===== src/rtl/exc_stage_e.sv =====
// exc_stage_e: execute-stage exception merge and E/M exception pipeline register.
// Combines the exception code inherited from D with the E-stage sources:
// arithmetic overflow, load/store address errors and generic external requests.
// The merged code, delay-slot flag, EPC and BadVAddr are registered into M.
// Once an exception is accepted, younger instructions are turned into bubbles
// until a flush arrives.
// Optional feature macro: EXC_STAGE_STATS_EN (adds exc_count and last_code).

module exc_stage_e #(
    parameter int         AW       = 32,
    parameter int         N_EXT    = 2,
    parameter logic [4:0] EXC_OV   = 5'd12,
    parameter logic [4:0] EXC_ADEL = 5'd4,
    parameter logic [4:0] EXC_ADES = 5'd5
) (
    input  logic               clk,
    input  logic               reset_n,
    input  logic               stall,
    input  logic               flush,
    input  logic               valid_e,
    input  logic               bd_d,
    input  logic [4:0]         exccode_d,
    input  logic [AW-1:0]      pc_e,
    input  logic               arith_trap,
    input  logic               ovf,
    input  logic               mem_rd,
    input  logic               mem_wr,
    input  logic [1:0]         mem_size,
    input  logic [AW-1:0]      addr,
    input  logic               addr_ovf,
    input  logic [N_EXT-1:0]   ext_req,
    input  logic [5*N_EXT-1:0] ext_code,
    output logic [4:0]         exccode_e,
    output logic               exc_m,
    output logic [4:0]         exccode_m,
    output logic               bd_m,
    output logic [AW-1:0]      epc_m,
    output logic [AW-1:0]      badvaddr_m,
    output logic               valid_m,
    output logic               shadow
`ifdef EXC_STAGE_STATS_EN
    ,
    output logic [15:0]        exc_count,
    output logic [4:0]         last_code
`endif
);

    logic          misaligned;
    logic          addr_fault;
    logic          ext_hit;
    logic [4:0]    ext_code_sel;
    logic [4:0]    raw_code;
    logic [AW-1:0] bad_sel;
    logic          valid_next;
    logic          exc_e;
    logic          load_en;

    // Alignment check by access size; byte accesses can never be misaligned
    always_comb begin
        misaligned = 1'b0;
        case (mem_size)
            2'b00:   misaligned = 1'b0;
            2'b01:   misaligned = addr[0];
            default: misaligned = |addr[1:0];
        endcase
        addr_fault = addr_ovf | misaligned;
    end

    // Pick the lowest-index external request that carries a nonzero code
    always_comb begin
        ext_hit      = 1'b0;
        ext_code_sel = 5'd0;
        for (int i = 0; i < N_EXT; i++) begin
            if (!ext_hit && ext_req[i] && (ext_code[5*i +: 5] != 5'd0)) begin
                ext_hit      = 1'b1;
                ext_code_sel = ext_code[5*i +: 5];
            end
        end
    end

    // Priority merge of all exception sources and choice of the faulting address
    always_comb begin
        raw_code = 5'd0;
        bad_sel  = '0;
        if (exccode_d != 5'd0) begin
            raw_code = exccode_d;
            if (exccode_d == EXC_ADEL) begin
                bad_sel = pc_e;
            end
        end else if (arith_trap && ovf) begin
            raw_code = EXC_OV;
        end else if (mem_rd && addr_fault) begin
            raw_code = EXC_ADEL;
            bad_sel  = addr;
        end else if (mem_wr && addr_fault) begin
            raw_code = EXC_ADES;
            bad_sel  = addr;
        end else if (ext_hit) begin
            raw_code = ext_code_sel;
        end
    end

    // Mask the merged code for bubbles and for instructions inside the shadow
    always_comb begin
        valid_next = valid_e & ~shadow;
        exccode_e  = valid_next ? raw_code : 5'd0;
        exc_e      = (exccode_e != 5'd0);
        load_en    = ~flush & ~stall;
    end

    // E/M pipeline register with flush over stall, plus the exception shadow
    always_ff @(posedge clk or negedge reset_n) begin
        if (!reset_n) begin
            valid_m    <= 1'b0;
            exccode_m  <= 5'd0;
            exc_m      <= 1'b0;
            bd_m       <= 1'b0;
            epc_m      <= '0;
            badvaddr_m <= '0;
            shadow     <= 1'b0;
        end else if (flush) begin
            valid_m    <= 1'b0;
            exccode_m  <= 5'd0;
            exc_m      <= 1'b0;
            bd_m       <= 1'b0;
            epc_m      <= '0;
            badvaddr_m <= '0;
            shadow     <= 1'b0;
        end else if (!stall) begin
            valid_m    <= valid_next;
            exccode_m  <= exccode_e;
            exc_m      <= exc_e;
            bd_m       <= bd_d & valid_next;
            epc_m      <= exc_e ? pc_e : '0;
            badvaddr_m <= exc_e ? bad_sel : '0;
            if (exc_e) begin
                shadow <= 1'b1;
            end
        end
    end

`ifdef EXC_STAGE_STATS_EN
    // Saturating count of accepted exceptions and the most recent accepted code
    always_ff @(posedge clk or negedge reset_n) begin
        if (!reset_n) begin
            exc_count <= 16'd0;
            last_code <= 5'd0;
        end else if (load_en && exc_e) begin
            if (exc_count != 16'hFFFF) begin
                exc_count <= exc_count + 16'd1;
            end
            last_code <= exccode_e;
        end
    end
`endif

endmodule


===== config.mk =====
export PLATFORM = sky130hd
export DESIGN_NAME = exc_stage_e
export DESIGN_NICKNAME = d
export VERILOG_FILES = /design/src/rtl/exc_stage_e.sv
export SDC_FILE = /design/constraint.sdc
export NUM_CORES = 1
export LEC_CHECK = 0
export ABC_AREA = 1
export BUFFER_PORTS_ARGS = -buffer_cell sky130_fd_sc_hd__buf_2
export CAP_MARGIN = 20
export CORE_ASPECT_RATIO = 1.1
export CORE_MARGIN = 2
export CORE_UTILIZATION = 51
export CTS_CLUSTER_SIZE = 14
export DETAILED_ROUTE_END_ITERATION = 12
export GPL_TIMING_DRIVEN = 0
export PLACE_DENSITY_LB_ADDON = 0.25
export SETUP_SLACK_MARGIN = 0.5
export SYNTH_ARGS = -nofsm -noshare
export SYNTH_HDL_FRONTEND = slang
export SYNTH_SLANG_ARGS = --single-unit

===== constraint.sdc =====
create_clock -name clk -period 2.9 [get_ports clk]
set_clock_uncertainty 0.05 [all_clocks]
set_input_delay 0.58 -clock clk [delete_from_list [all_inputs] [get_ports clk]]
set_output_delay 0.58 -clock clk [all_outputs]
set_load 0.01 [all_outputs]

==> impl_metrics.py, run 1 <==
metrics = {
    "run_status": {
        "status": "finished, final reports clean",
    },
    "floorplanning": {
        "die-area_um2": 8320,
        "num_io_pins": 172,
        "die_h_um": 95.5,
        "core_area_um2": 7430,
        "rows": 33,
        "die_x_um": 87.1,
        "start_util_pct": 52.2,
    },
    "detailed_routing": {
        "drt-initial-drc-count": 119,
        "viasPerCell": 5.22,
        "vias": 3996,
        "drtAntennaViolNets": 0,
        "drcViolationCount": 0,
        "first_pass_iters": 4,
        "totalWireLength_um": 11400,
        "avgRoutedWirePerCell_um": 14.9,
    },
    "clock_tree": {
        "post_cts_buffers": 0,
        "clk_pin_slew_worst_paths_ns": 0.08,
        "numCtsBuffers": 9,
        "cts_buffer_depth": 2,
        "cts_htree_levels": 3,
        "clkLatencyLatePin_ns": 0.34,
        "cts_tree": "built",
        "clockRootBuffer": "clkbuf_8",
        "cts.sinks": 73,
    },
    "synth": {
        "synth_ff_type": "dfrtp_1",
        "synth_area_leaders": "dfrtp_1, nand2_1, o21bai_1",
        "synth_top_area_share_pct": 47.1,
        "synth-seq-cells": 73,
        "synth_area_um2": 3880,
        "yosys.area.top_type": "dfrtp_1",
        "async_flop_share_pct": 100,
        "synth_enable_flop_cells": 0,
        "syn_inst": 491,
        "synthTopCellsByCount": "nand2_1, dfrtp_1, o21bai_1, inv_1, nor2_1",
        "syn_area_per_cell_um2": 7.90,
        "yosysSeqAreaShare_pct": 47.1,
        "syn_nets": 585,
        "yosysMostFrequentCell": "nand2_1",
        "ys_warn_count": 0,
        "yosysUniqueCellTypes": 24,
    },
    "worst_setup_path": {
        "r2r-end": "epc_m[10]$_DFFE_PN0P_",
        "worstPathArrival_ns": 1.68,
        "r2r_start": "shadow$_DFFE_PN0P_",
        "cp.required_ns": 2.27,
        "worstRegToRegCells": 9,
        "endpoint_kind": "primary output",
        "crit_fanout": 5,
        "r2r_slack_ns": 1.16,
        "path_class": "input pin to primary output",
        "worstSetupStartpointType": "input pin",
    },
    "pwr": {
        "power_switching_w": 0.000659,
        "cellInternalPower_w": 0.00172,
        "pwr-share-clk_pct": 35.9,
        "p_seq_share_pct": 46.2,
        "total_power_w": 0.00238,
        "p_sw_share_pct": 27.7,
        "irDropWorstVdd_v": 0.000229,
        "power.leakage_nw": 3.49,
        "power_frac_comb_pct": 17.8,
        "power_per_cell_area_nw_per_um2": 467,
    },
    "timing": {
        "period_share_pct": 79.6,
        "final_hold_viol_count": 0,
        "timing.final.crit_period_ns": 2.31,
        "rsz0062_at_grt": "no",
        "worst_slew_pin_slew_ns": 0.734,
        "drv_slew": 0,
        "setup_violations": 0,
        "max_freq_mhz": 433,
        "fin_setup_tns_ns": 0,
        "slew_headroom_pct": 50.9,
    },
    "worst_hold_path": {
        "min_from": "flush",
        "whs_path_depth": 2,
        "hold-path-endpoint": "shadow$_DFFE_PN0P_",
        "holdCritPathClass": "input pin to flip-flop",
    },
    "flow_run": {
        "cap_violations": 0,
    },
    "placement": {
        "globalplace.congestion": 0.860,
        "port_buffers": 171,
        "dp_hpwl_um": 8720,
    },
    "final_layout": {
        "fill_cells": 659,
        "drive_above_1_share_pct": 31.4,
        "fin_nets": 769,
        "area_growth_pct": 31.4,
        "n_antenna_cell": 0,
    },
    "global_route": {
        "antenna_found_initial": 0,
        "grt_remaining_overflow": 0,
        "grt_pass1_vias": 3913,
        "grt_pass1_wl_um": 18200,
        "grt_max_degree": 67,
        "grtUsageTotal_pct": 28.2,
    },
}
==> power groups by stage <==
stage,Sequential [W],Combinational [W],Clock [W]
4_1_cts,0.00110,0.000425,0.000872
6_report,0.00110,0.000424,0.000855
2_1_floorplan,0.00115,0.000183,0
3_5_place_dp,0.00112,0.000423,0
5_1_grt,0.00111,0.000470,0.000915
3_3_place_gp,0.00112,0.000408,0
==> how the worst max path moves through the flow <==
| stage | start | end | slack (ns) | cells after the start |
|---|---|---|---|---|
| floorplan | ext_code[4] | exccode_e[3] | 0.90 | 9 |
| global placement | exccode_d[3] | badvaddr_m[0]$_DFFE_PN0P_ | 0.63 | 16 |
| detailed placement | ext_code[4] | exccode_e[3] | 0.60 | 11 |
| CTS | ext_code[4] | exccode_e[3] | 0.59 | 11 |
| global route | exccode_d[3] | exccode_e[1] | 0.52 | 11 |
| finish | ext_code[2] | exccode_e[3] | 0.59 | 11 |
==> registers in the layout, summed over array words and instances, names as in the netlist <==
register    flops
bd_m            1
shadow          1
exc_m           1
exccode_m       5
valid_m         1
epc_m          32
badvaddr_m     32
==> cells by family after synthesis <==
| logic type | synth area share (%) |
|---|---|
| flip-flops | 47.1 |
| AO/OA/AOI/OAI | 19.4 |
| buffers and inverters | 10.0 |
| AND/OR/NAND/NOR | 23.5 |
==> critical path: stages <==
cell and delay, ns:
buf_2 0.11, nor2_2 0.11, nand3b_1 0.15, nand2_2 0.14
nand3_1 0.08, nand2_1 0.07, nand2_1 0.05, nand2_1 0.06
nand2_1 0.07, a21oi_1 0.12, buf_2 0.14
==> placed cells by master, fill, tap and decap left out <==
master,Yosys,final
a21oi_1,3,3
a22o_1,3,3
a31oi_1,30,30
a41oi_1,2,2
buf_16,0,1
buf_2,2,172
buf_4,1,2
buf_6,11,11
bufinv_16,0,2
clkbuf_1,17,18
clkbuf_8,0,9
clkinv_2,0,1
clkinv_4,0,1
clkinvlp_4,0,1
dfrtp_1,73,73
dlygate4sd3_1,0,1
inv_1,44,44
inv_2,5,5
nand2_1,171,171
nand2_2,2,2
nand3_1,12,12
nand3b_1,1,1
nand4_1,1,1
nand4_2,1,1
nor2_1,42,40
nor2_2,1,3
o21ai_0,2,2
o21ai_1,1,1
o21ai_2,1,1
o21bai_1,64,64
or2_2,1,1
==> final cells by class <==
cell class                 count  area (µm²)  area share, %
tap                           87         109           2.14
clock buffer                  10         128           2.50
inverter                      49         184           3.61
sequential                    73        1830           35.8
multi-input combinational    338        1670           32.7
timing repair buffer         173         896           17.6
buffer                        31         205           4.03
clock inverter                 5        81.3           1.60
==> per-layer routing <==
metal,wire length (µm),up-vias,global-route usage [%]
met2,5520,184,48.2
met5,0,-,0
met3,873,23,6.49
li1,-,1938,-
met4,251,0,9.49
met1,4740,1851,35.1
==> metrics by stage <==
| step | util (%) | cell area [µm²] | hold WS (ns) | instances | setup WS, ns |
|---|---|---|---|---|---|
| 6_report | 68.6 | 5100 | 0.388 | 766 | 0.592 |
| 4_1_cts | 68.5 | 5090 | 0.380 | 766 | 0.590 |
| 3_5_place_dp | 65.6 | 4870 | 0.371 | 750 | 0.598 |
| 3_3_place_gp | 65.2 | 4840 | 0.408 | 749 | 0.632 |
| 2_1_floorplan | - | 3880 | 0.234 | 491 | 0.898 |
| 5_1_grt | 68.6 | 5100 | 0.381 | 766 | 0.515 |
==> timing repair <==
item                                    4_1_cts  5_1_grt
resized for setup                             0        2
hold buffers                                  1        0
endpoints found under the hold margin         5        0
endpoints found under the setup margin        0        2
(Power assumes the default switching activity.)
==> run 2: changes to the inputs <==
--- a/config.mk
+++ b/config.mk
@@ -10,7 +10,7 @@
 export CAP_MARGIN = 20
 export CORE_ASPECT_RATIO = 1.1
 export CORE_MARGIN = 2
-export CORE_UTILIZATION = 51
+export CORE_UTILIZATION = 43
 export CTS_CLUSTER_SIZE = 14
 export DETAILED_ROUTE_END_ITERATION = 12
 export GPL_TIMING_DRIVEN = 0
==> constraint.sdc (replaced) <==
create_clock -name clk -period 1.85 [get_ports clk]
set_clock_uncertainty 0.05 [all_clocks]
set_input_delay 0.37 -clock clk [delete_from_list [all_inputs] [get_ports clk]]
set_output_delay 0.37 -clock clk [all_outputs]
set_load 0.01 [all_outputs]
==> run 2 against run 1 <==
Against the previous run: the run now ends with setup timing left; critical path type unchanged; sequential share of layout area down 3.7 points; global-route usage down 3.1 points; setup slack worse by 0.61 ns.
==> impl_metrics.py, run 2 (same netlist as run 1, synthesis figures left out) <==
metrics = {
    "detailed_routing": {
        "wl_met1_um": 5080,
        "drt-initial-drc-count": 149,
        "top_layer_used": "met4",
        "avgRoutedWirePerCell_um": 15.1,
        "vias": 4044,
        "viasPerCell": 4.94,
        "met3_wirelength_um": 748,
        "met2WireLength_um": 6310,
        "totalWireLength_um": 12400,
        "drcViolationCount": 0,
        "drtAntennaViolNets": 0,
        "first_pass_iters": 4,
    },
    "global_route": {
        "grt_max_degree": 44,
        "antenna_found_initial": 0,
        "grt_pass1_vias": 4047,
        "grt_pass1_wl_um": 19200,
        "grt_remaining_overflow": 0,
        "grtUsageTotal_pct": 25.1,
    },
    "clock_tree": {
        "cts_htree_levels": 3,
        "cts_buffer_depth": 2,
        "cts_tree": "built",
        "numCtsBuffers": 9,
        "clk_pin_slew_worst_paths_ns": 0.08,
        "cts.sinks": 73,
        "clkLatencyLatePin_ns": 0.34,
        "clockRootBuffer": "clkbuf_8",
    },
    "final_layout": {
        "n_antenna_cell": 0,
        "area_growth_pct": 46.4,
        "drive_above_1_share_pct": 39.2,
        "fill_cells": 777,
        "layout.cells.most_common": "buf_2",
        "finish.instance_area_um2": 5680,
        "layout_common_cells": "buf_2, nand2_1, dfrtp_1",
        "fin_nets": 794,
        "largestRegisters": "badvaddr_m (32), epc_m (32), exccode_m (5)",
    },
    "run_status": {
        "status": "finished, violations left",
        "violations": "setup timing",
    },
    "pwr": {
        "p_sw_share_pct": 29.6,
        "power_frac_comb_pct": 23.2,
        "p_seq_share_pct": 46.8,
        "power_switching_w": 0.00109,
        "power_per_cell_area_nw_per_um2": 648,
        "pwr-share-clk_pct": 30.0,
        "cellInternalPower_w": 0.00259,
        "irDropWorstVdd_v": 0.000338,
        "power.leakage_nw": 3.72,
    },
    "floorplanning": {
        "rows": 36,
        "core_area_um2": 8830,
        "num_io_pins": 172,
        "die_h_um": 104,
        "start_util_pct": 43.9,
        "die_x_um": 94.5,
        "die-area_um2": 9790,
    },
    "worst_setup_path": {
        "crit_fanout": 5,
        "worstPathArrival_ns": 1.45,
        "cp.required_ns": 1.43,
        "path_class": "input pin to primary output",
        "endpoint_kind": "primary output",
        "worstSetupStartpointType": "input pin",
    },
    "timing": {
        "period_share_pct": 101,
        "final_hold_viol_count": 0,
        "setup_violations": 2,
        "setup_ws_ns": -0.0171,
        "worst_slew_pin_slew_ns": 0.555,
        "timing.final.crit_period_ns": 1.87,
        "max_freq_mhz": 536,
        "slew_headroom_pct": 63.0,
        "rsz0062_at_grt": "yes",
        "drv_slew": 0,
        "fin_setup_tns_ns": -0.0250,
    },
    "placement": {
        "place_area_um2": 4930,
        "dp_hpwl_um": 8700,
        "port_buffers": 171,
        "globalplace.congestion": 0.871,
    },
    "flow_run": {
        "cap_violations": 0,
    },
    "worst_hold_path": {
        "holdCritPathClass": "input pin to flip-flop",
    },
}
-- run 2: cell count changes in the layout (fill, tap and decap cells not counted), sizes merged --
cell,previous run,this run
buf,186,208
clkbuf,27,31
bufinv,2,0
bufbuf,0,1
-- run 2: final timing paths --
path / start / endpoint / slack, ns / depth (start not counted)
max in group asynchronous: reset_n / epc_m[16]$_DFFE_PN0P_ / 0.72 / 3
min in group asynchronous: reset_n / epc_m[30]$_DFFE_PN0P_ / 0.45 / 2
setup reg to reg: shadow$_DFFE_PN0P_ / badvaddr_m[6]$_DFFE_PN0P_ / 0.15 / 12
hold reg to reg: epc_m[28]$_DFFE_PN0P_ / epc_m[28]$_DFFE_PN0P_ / 0.43 / 2
setup / recovery: ext_code[4] / exccode_e[2] / -0.02 / 9
hold / removal: flush / shadow$_DFFE_PN0P_ / 0.20 / 2
-- run 2: worst max-delay path: stages --
cell and delay, ns:
buf_8 0.10, nor2_4 0.08, nand3b_1 0.13, nand2_2 0.14, nand3_1 0.10, nand4_1 0.09, nand2_1 0.11, a21oi_2 0.16
buf_2 0.15
-- run 2: final cells by class --
| class | instances | area [µm²] | area share [%] |
|---|---|---|---|
| multi-input combinational | 338 | 1800 | 31.8 |
| clock inverter | 3 | 17.5 | 0.309 |
| timing repair buffer | 198 | 1250 | 22.0 |
| buffer | 31 | 300 | 5.29 |
| sequential | 73 | 1830 | 32.2 |
| inverter | 49 | 189 | 3.33 |
| tap | 114 | 143 | 2.51 |
| clock buffer | 12 | 145 | 2.56 |
-- run 2: repair_timing --
item                                    in CTS  in global routing
buffers inserted                             6                  9
gates cloned                                 8                  2
hold endpoints to repair                    30                  0
hold buffers                                 1                  0
endpoints found under the setup margin      76                 75
pin swaps                                    3                 25
resized for setup                           43                 45
-- run 2: per-layer routing --
metal / up-vias / track usage (%)
met5: - / 0
met4: 0 / 8.28
met3: 18 / 4.58
met2: 141 / 42.9
met1: 1893 / 31.7
li1: 1992 / -
-- run 2: power groups by stage --
stage	combinational (W)	sequential [W]	clock, W
after global routing	0.000924	0.00173	0.00119
final	0.000852	0.00172	0.00110
after CTS	0.000772	0.00172	0.00112
after floorplan	0.000293	0.00180	0
after detailed placement	0.000670	0.00175	0
after global placement	0.000654	0.00175	0
-- run 2: through the flow --
stage / instances / power, W / setup WS, ns / util (%) / hold slack (ns)
floorplan: 491 / 0.00209 / 0.213 / - / 0.0244
global placement: 776 / 0.00240 / -0.261 / 55.6 / 0.408
detailed placement: 777 / 0.00242 / -0.278 / 55.9 / 0.286
CTS: 807 / 0.00362 / 0.0131 / 61.0 / 0.187
global route: 818 / 0.00384 / -0.0899 / 64.3 / 0.204
finish: 818 / 0.00368 / -0.0171 / 64.3 / 0.198
==> run 3: changes to the inputs <==
--- a/config.mk
+++ b/config.mk
@@ -5,12 +5,13 @@
 export SDC_FILE = /design/constraint.sdc
 export NUM_CORES = 1
 export LEC_CHECK = 0
-export ABC_AREA = 1
+export ABC_AREA = 0
+export ABC_CLOCK_PERIOD_IN_PS = 1850
 export BUFFER_PORTS_ARGS = -buffer_cell sky130_fd_sc_hd__buf_2
 export CAP_MARGIN = 20
 export CORE_ASPECT_RATIO = 1.1
 export CORE_MARGIN = 2
-export CORE_UTILIZATION = 43
+export CORE_UTILIZATION = 41
 export CTS_CLUSTER_SIZE = 14
 export DETAILED_ROUTE_END_ITERATION = 12
 export GPL_TIMING_DRIVEN = 0
==> run 3 against run 2 <==
Against the previous run: the run still ends with setup timing left; highest routed layer unchanged; via count down 21%; first-iteration DRC count down 22%; setup slack worse by 0.32 ns; sequential power down 2%; power up 0.66%; cell count down 29%; clock-buffer cell count unchanged; final area down 14%; hold slack worse by 0.096 ns; global-route usage down 2.0 points; non-clock buffer count down 13; critical endpoint is now exccode_e[0].
==> impl_metrics.py, run 3 <==
metrics = {
    "detailed_routing": {
        "totalWireLength_um": 10200,
        "first_pass_iters": 4,
        "vias": 3182,
        "drt-initial-drc-count": 116,
        "viasPerCell": 5.48,
        "drcViolationCount": 0,
        "drtAntennaViolNets": 0,
        "avgRoutedWirePerCell_um": 17.5,
    },
    "timing": {
        "final_hold_viol_count": 0,
        "hold-worst-slack_ns": 0.102,
        "timing.final.crit_period_ns": 2.19,
        "drv_slew": 0,
        "setup_violations": 68,
        "max_freq_mhz": 456,
        "rsz0062_at_grt": "yes",
        "slew_headroom_pct": 40.5,
        "period_share_pct": 118,
        "worst_slew_pin_slew_ns": 0.893,
        "fin_setup_tns_ns": -18.12,
        "setup_ws_ns": -0.341,
    },
    "final_layout": {
        "area_growth_pct": 48.7,
        "fill_cells": 703,
        "layout.cells.most_common": "buf_2",
        "n_antenna_cell": 0,
        "fin_util_pct": 62.2,
        "largestRegisters": "badvaddr_m (32), epc_m (32), exccode_m (5)",
        "layout_common_cells": "buf_2, a22o_1, dfrtp_1",
        "fin_nets": 562,
        "drive_above_1_share_pct": 50.1,
    },
    "global_route": {
        "grt_max_degree": 74,
        "grtUsageTotal_pct": 23.0,
        "grt_remaining_overflow": 0,
        "antenna_found_initial": 0,
        "grt_pass1_vias": 3136,
        "grt_pass1_wl_um": 15600,
    },
    "placement": {
        "port_buffers": 171,
        "dp_hpwl_um": 7010,
        "pre_cts_slack_ns": -0.513,
        "globalplace.congestion": 0.822,
    },
    "synth": {
        "synth_ff_type": "dfrtp_1",
        "synthTopCellsByCount": "a22o_1, dfrtp_1, clkbuf_1, nor2_1, buf_6",
        "synth-seq-cells": 73,
        "synth_top_family_by_area": "compound AO/OA/AOI/OAI gates",
        "synth_enable_flop_cells": 0,
        "synth_compound_gate_area_share_pct": 31.9,
        "yosys.area.top_type": "dfrtp_1",
        "synth_xor_area_share_pct": 0,
        "muxShareOfSynthArea_pct": 1.22,
        "syn_nets": 360,
        "synth-simple-area-share_pct": 6.30,
        "async_flop_share_pct": 100,
        "yosysMostFrequentCell": "a22o_1",
        "yosysSeqAreaShare_pct": 55.8,
        "synth_top_area_share_pct": 55.8,
        "synth_area_leaders": "dfrtp_1, a22o_1, buf_6",
        "synthAdderAreaFrac_pct": 0,
        "ys_warn_count": 0,
        "syn_inst": 266,
        "syn_area_per_cell_um2": 12.3,
        "yosysUniqueCellTypes": 36,
        "synth_area_um2": 3280,
    },
    "run_status": {
        "violations": "setup timing",
        "status": "finished, violations left",
    },
    "clock_tree": {
        "cts_htree_levels": 3,
        "cts.sinks": 73,
        "cts_buffer_depth": 2,
        "numCtsBuffers": 9,
        "ctsHoldBuffers": 0,
        "clkLatencyLatePin_ns": 0.34,
        "clockRootBuffer": "clkbuf_8",
        "clk_pin_slew_worst_paths_ns": 0.08,
        "cts_tree": "built",
    },
    "floorplanning": {
        "start_util_pct": 41.8,
        "die_h_um": 97.7,
        "core_area_um2": 7830,
        "rows": 34,
        "die-area_um2": 8720,
        "num_io_pins": 172,
        "die_x_um": 89.2,
    },
    "worst_setup_path": {
        "worstRegToRegCells": 10,
        "r2r-end": "badvaddr_m[8]$_DFFE_PN0P_",
        "r2r_start": "shadow$_DFFE_PN0P_",
        "worstPathArrival_ns": 1.77,
        "crit_fanout": 4,
        "endpoint_kind": "primary output",
        "path_class": "flip-flop to primary output",
        "worstSetupStartpointType": "flip-flop",
        "r2r_slack_ns": -0.31,
        "cp.required_ns": 1.43,
    },
    "pwr": {
        "power.leakage_nw": 2.61,
        "power_per_cell_area_nw_per_um2": 760,
        "irDropWorstVdd_v": 0.000312,
        "total_power_w": 0.00370,
    },
    "flow_run": {
        "cap_violations": 0,
    },
    "worst_hold_path": {
        "holdCritPathClass": "input pin to async pin",
    },
}
[run 3: changes by cell type after synthesis, moves of 30 or more]
cell / change
nand2_1: -165
inv_1: -41
a22o_1: +89
o21bai_1: -64
nor2_1: -31
a31oi_1: -30
[run 3: routing by layer]
| metal | vias up | part of all wire (%) | routed length, µm | track usage [%] |
|---|---|---|---|---|
| li1 | 1453 | - | - | - |
| met1 | 1572 | 42 | 4290 | 29.9 |
| met2 | 136 | 48 | 4930 | 36.1 |
| met3 | 21 | 7.0 | 712 | 4.90 |
| met4 | 0 | 2.4 | 244 | 11.1 |
| met5 | - | 0 | 0 | 0 |
[run 3: area by class of cell]
cell class	count	area (µm²)	share of cell area, %
buffer	25	173	3.55
clock buffer	12	145	2.98
clock inverter	4	76.3	1.57
inverter	3	11.3	0.231
multi-input combinational	165	1400	28.6
sequential	73	1830	37.5
tap	108	135	2.77
timing repair buffer	191	1110	22.7
[run 3: where the power goes]
| part | total (W) | switching (W) | internal, W |
|---|---|---|---|
| combinational | 0.000619 | 0.000321 | 0.000298 |
| sequential | 0.00168 | 0.0000300 | 0.00165 |
| clock | 0.00140 | 0.000601 | 0.000801 |
| total | 0.00370 | 0.000952 | 0.00275 |
[run 3: critical path, stage by stage, from the launching register on]
cell and delay, ns:
dfrtp_1 0.41, nor2b_2 0.15, clkbuf_8 0.17, nand3_4 0.08
a311oi_2 0.30, a21o_1 0.17, buf_2 0.14
[run 3: metrics by stage]
step	instance area, µm²	std cells
final	4870	581
after global routing	4870	581
after CTS	4720	573
after detailed placement	4310	545
after global placement	4310	545
after floorplan	3320	266
[run 3: how the worst max path moves through the flow]
stage                     cells past startpoint          startpoint                    endpoint  slack (ns)
after global placement                        9            addr_ovf       epc_m[16]$_DFFE_PN0P_       -0.48
after detailed placement                      9        exccode_d[4]   badvaddr_m[8]$_DFFE_PN0P_       -0.51
final                                         6  shadow$_DFFE_PN0P_                exccode_e[0]       -0.34
after CTS                                     6  shadow$_DFFE_PN0P_                exccode_e[0]       -0.33
after global routing                         10  shadow$_DFFE_PN0P_  badvaddr_m[11]$_DFFE_PN0P_       -0.39
after floorplan                               8            addr_ovf  badvaddr_m[19]$_DFFE_PN0P_       -0.25
[run 3: cell families after synthesis]
family	count (synthesis)
compound gates	123
buf+inv	28
flops	73
mux	4
simple gates	38
[run 3: repair_timing]
action,4_1_cts,5_1_grt
setup buffers,12,4
setup endpoints to repair,77,80
gates cloned,0,4
resized for setup,21,15
pin swaps,10,11
